## config.mk

```make
export PLATFORM = sky130hd
export DESIGN_NAME = us_udp_rx_parser
export DESIGN_NICKNAME = d
export VERILOG_FILES = /design/src/rtl/us_udp_rx_parser.sv
export SDC_FILE = /design/constraint.sdc
export NUM_CORES = 1
export LEC_CHECK = 0
export ABC_CLOCK_PERIOD_IN_PS = 2600
export BUFFER_PORTS_ARGS = -buffer_cell sky130_fd_sc_hd__clkbuf_2
export CAP_MARGIN = 20
export CORE_MARGIN = 1
export CORE_UTILIZATION = 44
export CTS_CLUSTER_SIZE = 10
export DETAILED_ROUTE_END_ITERATION = 7
export HOLD_SLACK_MARGIN = 0.08
export PLACE_DENSITY = 0.83
export REMOVE_ABC_BUFFERS = 1
export SKIP_LAST_GASP = 1
export SLEW_MARGIN = 20
export SYNTH_ARGS = -nofsm -noshare
export SYNTH_HDL_FRONTEND = slang
export SYNTH_SLANG_ARGS = --single-unit
export TNS_END_PERCENT = 10
```

## constraint.sdc

```tcl
create_clock -name rx_axis_aclk -period 2.6 [get_ports rx_axis_aclk]
set_clock_uncertainty 0.05 [all_clocks]
set_input_delay 0.26 -clock rx_axis_aclk [delete_from_list [all_inputs] [get_ports rx_axis_aclk]]
set_output_delay 0.26 -clock rx_axis_aclk [all_outputs]
set_load 0.01 [all_outputs]
```

## src/rtl/us_udp_rx_parser.sv

```systemverilog
// UDP receive parser: strips the 8-byte UDP header, filters on the local port,
// trims the payload to the UDP length and reports header fields and drops.
module us_udp_rx_parser #(
    parameter int DATA_W = 64,
    parameter int KEEP_W = DATA_W / 8
) (
    input  logic              rx_axis_aclk,
    input  logic              rx_axis_aresetn,
    input  logic [DATA_W-1:0] udp_rx_axis_tdata,
    input  logic [KEEP_W-1:0] udp_rx_axis_tkeep,
    input  logic              udp_rx_axis_tvalid,
    input  logic              udp_rx_axis_tuser,
    input  logic              udp_rx_axis_tlast,
    input  logic [31:0]       ip_mode_src_addr,
    input  logic [31:0]       ip_mode_dst_addr,
    input  logic [15:0]       local_udp_port,
    output logic [DATA_W-1:0] app_rx_axis_tdata,
    output logic [KEEP_W-1:0] app_rx_axis_tkeep,
    output logic              app_rx_axis_tvalid,
    output logic              app_rx_axis_tuser,
    output logic              app_rx_axis_tlast,
    output logic [15:0]       udp_src_port,
    output logic [15:0]       udp_dst_port,
    output logic [15:0]       udp_payload_len,
    output logic [31:0]       udp_src_ip,
    output logic              udp_hdr_valid,
    output logic [15:0]       udp_drop_cnt
);

    typedef enum logic [1:0] {IDLE, PAYLOAD, DRAIN} state_t;

    state_t      state, state_nxt;
    logic [15:0] remaining, remaining_nxt;
    logic        err_acc, err_acc_nxt;
    logic        drop_inc, hdr_accept;
    logic        out_vld, out_last, out_user;
    logic [KEEP_W-1:0] out_keep;
    logic [3:0]  beat_bytes;

    // Destination IP is carried on the interface but plays no part in port filtering.
    logic unused_dst_ip;
    assign unused_dst_ip = ^ip_mode_dst_addr;

    logic [15:0] hdr_src_p0, hdr_dst_p0, hdr_len_p0;
    assign hdr_src_p0 = {udp_rx_axis_tdata[7:0],   udp_rx_axis_tdata[15:8]};
    assign hdr_dst_p0 = {udp_rx_axis_tdata[23:16], udp_rx_axis_tdata[31:24]};
    assign hdr_len_p0 = {udp_rx_axis_tdata[39:32], udp_rx_axis_tdata[47:40]};

    function automatic logic [3:0] popcnt(input logic [KEEP_W-1:0] k);
        logic [3:0] c;
        c = '0;
        for (int i = 0; i < KEEP_W; i++) c = c + {3'b000, k[i]};
        return c;
    endfunction

    function automatic logic [KEEP_W-1:0] keep_mask(input logic [3:0] r);
        logic [8:0] t;
        t = (9'd1 << r) - 9'd1;
        return t[KEEP_W-1:0];
    endfunction

    assign beat_bytes = popcnt(udp_rx_axis_tkeep);

    always_comb begin
        state_nxt     = state;
        remaining_nxt = remaining;
        err_acc_nxt   = err_acc;
        drop_inc      = 1'b0;
        hdr_accept    = 1'b0;
        out_vld       = 1'b0;
        out_keep      = udp_rx_axis_tkeep;
        out_last      = 1'b0;
        out_user      = 1'b0;
        case (state)
            IDLE: begin
                if (udp_rx_axis_tvalid) begin
                    if (hdr_len_p0 < 16'd8 || hdr_dst_p0 != local_udp_port) begin
                        drop_inc = 1'b1;
                        if (!udp_rx_axis_tlast) state_nxt = DRAIN;
                    end else if (udp_rx_axis_tlast) begin
                        // Header-only segment is legal; anything longer was truncated upstream.
                        if (hdr_len_p0 == 16'd8) hdr_accept = 1'b1;
                        else                     drop_inc   = 1'b1;
                    end else begin
                        hdr_accept    = 1'b1;
                        remaining_nxt = hdr_len_p0 - 16'd8;
                        err_acc_nxt   = udp_rx_axis_tuser;
                        state_nxt     = PAYLOAD;
                    end
                end
            end
            PAYLOAD: begin
                if (udp_rx_axis_tvalid) begin
                    out_vld = 1'b1;
                    if (remaining <= {12'd0, beat_bytes}) begin
                        out_keep  = keep_mask(remaining[3:0]);
                        out_last  = 1'b1;
                        out_user  = err_acc | udp_rx_axis_tuser;
                        // Bytes past the UDP length are Ethernet padding.
                        state_nxt = udp_rx_axis_tlast ? IDLE : DRAIN;
                    end else if (udp_rx_axis_tlast) begin
                        out_last  = 1'b1;
                        out_user  = 1'b1;
                        state_nxt = IDLE;
                    end else begin
                        remaining_nxt = remaining - {12'd0, beat_bytes};
                        err_acc_nxt   = err_acc | udp_rx_axis_tuser;
                    end
                end
            end
            DRAIN: begin
                if (udp_rx_axis_tvalid && udp_rx_axis_tlast) state_nxt = IDLE;
            end
            default: state_nxt = IDLE;
        endcase
    end

    // Output register stage
    always_ff @(posedge rx_axis_aclk or negedge rx_axis_aresetn) begin
        if (!rx_axis_aresetn) begin
            state              <= IDLE;
            remaining          <= '0;
            err_acc            <= 1'b0;
            app_rx_axis_tdata  <= '0;
            app_rx_axis_tkeep  <= '0;
            app_rx_axis_tvalid <= 1'b0;
            app_rx_axis_tuser  <= 1'b0;
            app_rx_axis_tlast  <= 1'b0;
            udp_src_port       <= '0;
            udp_dst_port       <= '0;
            udp_payload_len    <= '0;
            udp_src_ip         <= '0;
            udp_hdr_valid      <= 1'b0;
            udp_drop_cnt       <= '0;
        end else begin
            state              <= state_nxt;
            remaining          <= remaining_nxt;
            err_acc            <= err_acc_nxt;
            app_rx_axis_tdata  <= udp_rx_axis_tdata;
            app_rx_axis_tkeep  <= out_vld ? out_keep : '0;
            app_rx_axis_tvalid <= out_vld;
            app_rx_axis_tuser  <= out_vld & out_user;
            app_rx_axis_tlast  <= out_vld & out_last;
            udp_hdr_valid      <= hdr_accept;
            udp_drop_cnt       <= udp_drop_cnt + {15'd0, drop_inc};
            if (hdr_accept) begin
                udp_src_port    <= hdr_src_p0;
                udp_dst_port    <= hdr_dst_p0;
                udp_payload_len <= hdr_len_p0 - 16'd8;
                udp_src_ip      <= ip_mode_src_addr;
            end
        end
    end

endmodule

```

==> results.cfg <==
[yosys]
syn_avg_cell_area_um2 = 13.3
netlist_instances = 598
ys_seq_area_share_pct = 60.3
ys_seq_elements = 191
yosys_warnings = 0
synth.distinct_cells = 61
muxShareOfSynthArea_pct = 12.1
synth_adder_area_share_pct = 3.16
synth_top_family_by_area = multiplexers
synthArstFlopShare_pct = 100
synth-simple-area-share_pct = 8.92
synthXorXnorAreaFrac_pct = 4.64
synth_edf_count = 0
ys.flop_type = dfrtp_1
synth-compound-area-share_pct = 7.75
synth_area_mm2 = 0.00792

[critical_path]
critPathSlowestCell = fa_1
endpoint_kind = register
timing.rr.end = remaining[1]$_DFFE_PN0P_
cp_slowest_stage_delay_ns = 0.56
rrSetupSlack_ns = 0
path_class = primary input to register
path_cells = buf_8 -> inv_4 -> fa_1 -> fa_1 -> fa_1 -> inv_2 -> ha_4 -> fa_1 -> inv_2 -> fa_2 -> a21o_1 -> o211a_1 -> o41a_1 -> a21oi_4 -> buf_12 -> mux2_4
cpMostUsedCell = fa_1
startpoint_type = primary input
arrival_ns = 4.38
worst-r2r-cell-count = 10
crit_required_ns = 2.86
path_max_fanout = 3
r2r_start = remaining[0]$_DFFE_PN0P_

[place]
globalplace.congestion = 0.909
numPortBuffers = 296
placed_cells = 1160
placed_area_mm2 = 0.0101
dp_hpwl_um = 16600

[clocking]
cts.sinks = 191
numCtsBuffers = 17
h-tree-depth = 4
clk_latency_ns = 0.42
clock-root-buffer = clkbuf_16
clk_pin_slew_worst_paths_ns = 0.08
cts_buffer_depth = 2
tritoncts = built

[outcome]
violations = setup timing
status = finished with violations

[sta]
fin_ws_ns = -1.52
rsz0062_at_grt = yes
finalMaxSlewViolations = 0
fin_tns_setup_ns = -40.63
finalHoldViolations = 0
fin_hold_ws_ns = 0.126
clock.fmax_ghz = 0.243
worstMarginPinSlew_ns = 0.570
setup_violations = 31
period_share_pct = 158
min_period_ns = 4.12
slew_headroom_pct = 62.0

[die]
initial_utilization_pct = 45.5
die_area_mm2 = 0.0185
fp.dieH_um = 136
die_w_um = 136
coreArea_mm2 = 0.0174
row_count = 48
design.portCount = 329

[flow_run]
drv_cap = 0

[final_layout]
register_area_mm2 = 0.00478
multi_input_area_mm2 = 0.00296
final_common_cell = clkbuf_2
drive_gt1_share_pct = 47.0
layout_common_cells = 292 x clkbuf_2, 191 x dfrtp_1, 99 x dlygate4sd3_1
synthToLayoutAreaGrowth_pct = 49.1
stdcell_count = 1297
design_area_mm2 = 0.0118
fillers = 1198
nets = 1232

[hold_path]
hold_path_end = app_rx_axis_tkeep[0]$_DFF_PN0_
holdCritStartpoint = udp_rx_axis_tkeep[0]
holdCritPathClass = primary input to register
min_path_cells = 3

[global_routing]
grt_pass1_vias = 7047
track_usage_pct = 26.8
grt_pass1_wl_um = 37400
antenna_found_initial = 2
grt_overflow = 0
grt_max_degree = 73

[detailed_routing]
drtIter0Drc = 643
antenna_left = 0
vias_per_cell = 5.30
via_count = 6873
drc_errors = 0
totalWireLength_um = 24500
dr.pass1.iters = 5
wire_per_inst_um = 18.9

[power]
powerDensity_mw_per_mm2 = 600
p_leak_uw = 0.00625
peakVddDrop_mv = 0.438
final cells by class:
type	instances	area share [%]
flip-flops and latches	191	40.5
diodes	2	0.0424
repair buffers	464	26.1
well taps	225	2.38
multi-input cells	354	25.1
clock buffers	17	3.60
clock inverters	14	1.37
inverters	30	0.974
sequential cells by signal (all words and copies together) (netlist names), 2 cells and up:
signal and cells:
udp_src_ip 32, app_rx_axis_tdata 64, state 2, udp_dst_port 16
remaining 16, udp_drop_cnt 16, udp_src_port 16, udp_payload_len 16
app_rx_axis_tkeep 8
layer usage:
layer,vias up,GRT usage (%),routed length [um]
li1,3056,-,-
met4,0,11.0,878
met5,-,0,0
met3,75,7.27,1950
met1,3382,33.1,9780
met2,360,44.4,11900
worst max-delay path, delay by kind of cell:
family	cells	cell delay (ns)
adder cells (fa/ha/maj)	6	2.50
buffers and inverters	5	0.35
multiplexers	1	0.28
AO/OA/AOI/OAI	4	0.99
through the flow:
step	power, uW	util, %	setup WS [ns]
2_1_floorplan	3710	-	-2.31
3_3_place_gp	4310	57.9	-2.02
3_5_place_dp	4350	57.9	-2.09
4_1_cts	7070	67.2	-1.47
5_1_grt	7380	67.8	-1.61
6_report	7090	67.8	-1.52
synthesized netlist by cell type, drive strengths merged, types with 3 or more instances:
library cell | n | area, um^2
nor3 | 12 | 60.1
clkbuf | 8 | 30.0
fa | 5 | 100
nand3 | 12 | 60.1
or4 | 6 | 48.8
xnor2 | 32 | 280
and3 | 5 | 31.3
o21ai | 4 | 20.0
xor2 | 10 | 87.6
mux2 | 79 | 897
a211oi | 7 | 77.6
a32oi | 4 | 35.0
nand4 | 12 | 75.1
nor4b | 3 | 26.3
or3 | 5 | 31.3
a22oi | 3 | 22.5
nor2b | 3 | 18.8
nor4 | 8 | 71.3
o41ai | 4 | 35.0
nor2 | 36 | 135
mux2i | 6 | 60.1
o22ai | 9 | 56.3
buf | 15 | 105
a21o | 4 | 30.0
a21oi | 13 | 76.3
a31oi | 3 | 18.8
dfrtp | 191 | 4780
ha | 12 | 150
nand2 | 19 | 71.3
or2 | 3 | 18.8
inv | 30 | 113
o31ai | 7 | 52.6
report_power, final:
part | internal [uW] | leakage, uW | switching, uW
Sequential | 3070 | 0.00247 | 82.9
Combinational | 666 | 0.00350 | 685
Clock | 1290 | 0.000283 | 1290
Total | 5030 | 0.00625 | 2060
cells by family after synthesis:
family	Yosys count
AO/OA/AOI/OAI	78
XOR/XNOR	42
adder cells (fa/ha/maj)	17
buffers and inverters	53
flip-flops	191
multiplexers	85
AND/OR/NAND/NOR	132
timing repair:
| item | in CTS | in global routing |
|---|---|---|
| setup endpoints to repair | 29 | 41 |
| gates cloned | 1 | 0 |
| hold buffers | 99 | 0 |
| pin swaps | 3 | 1 |
| setup buffers | 0 | 4 |
| endpoints found under the hold margin | 200 | 0 |
| gates resized for setup | 13 | 15 |
worst max-delay path by stage:
stage                         start                         to  depth (start not counted)
3_3_place_gp   udp_rx_axis_tkeep[0]  remaining[14]$_DFFE_PN0P_                         16
4_1_cts        udp_rx_axis_tkeep[0]   remaining[1]$_DFFE_PN0P_                         15
6_report       udp_rx_axis_tkeep[0]   remaining[1]$_DFFE_PN0P_                         16
3_5_place_dp   udp_rx_axis_tkeep[0]   remaining[4]$_DFFE_PN0P_                         16
5_1_grt        udp_rx_axis_tkeep[0]   remaining[2]$_DFFE_PN0P_                         16
2_1_floorplan  udp_rx_axis_tkeep[0]  remaining[15]$_DFFE_PN0P_                         14
Power figures use the tool's default switching activity.
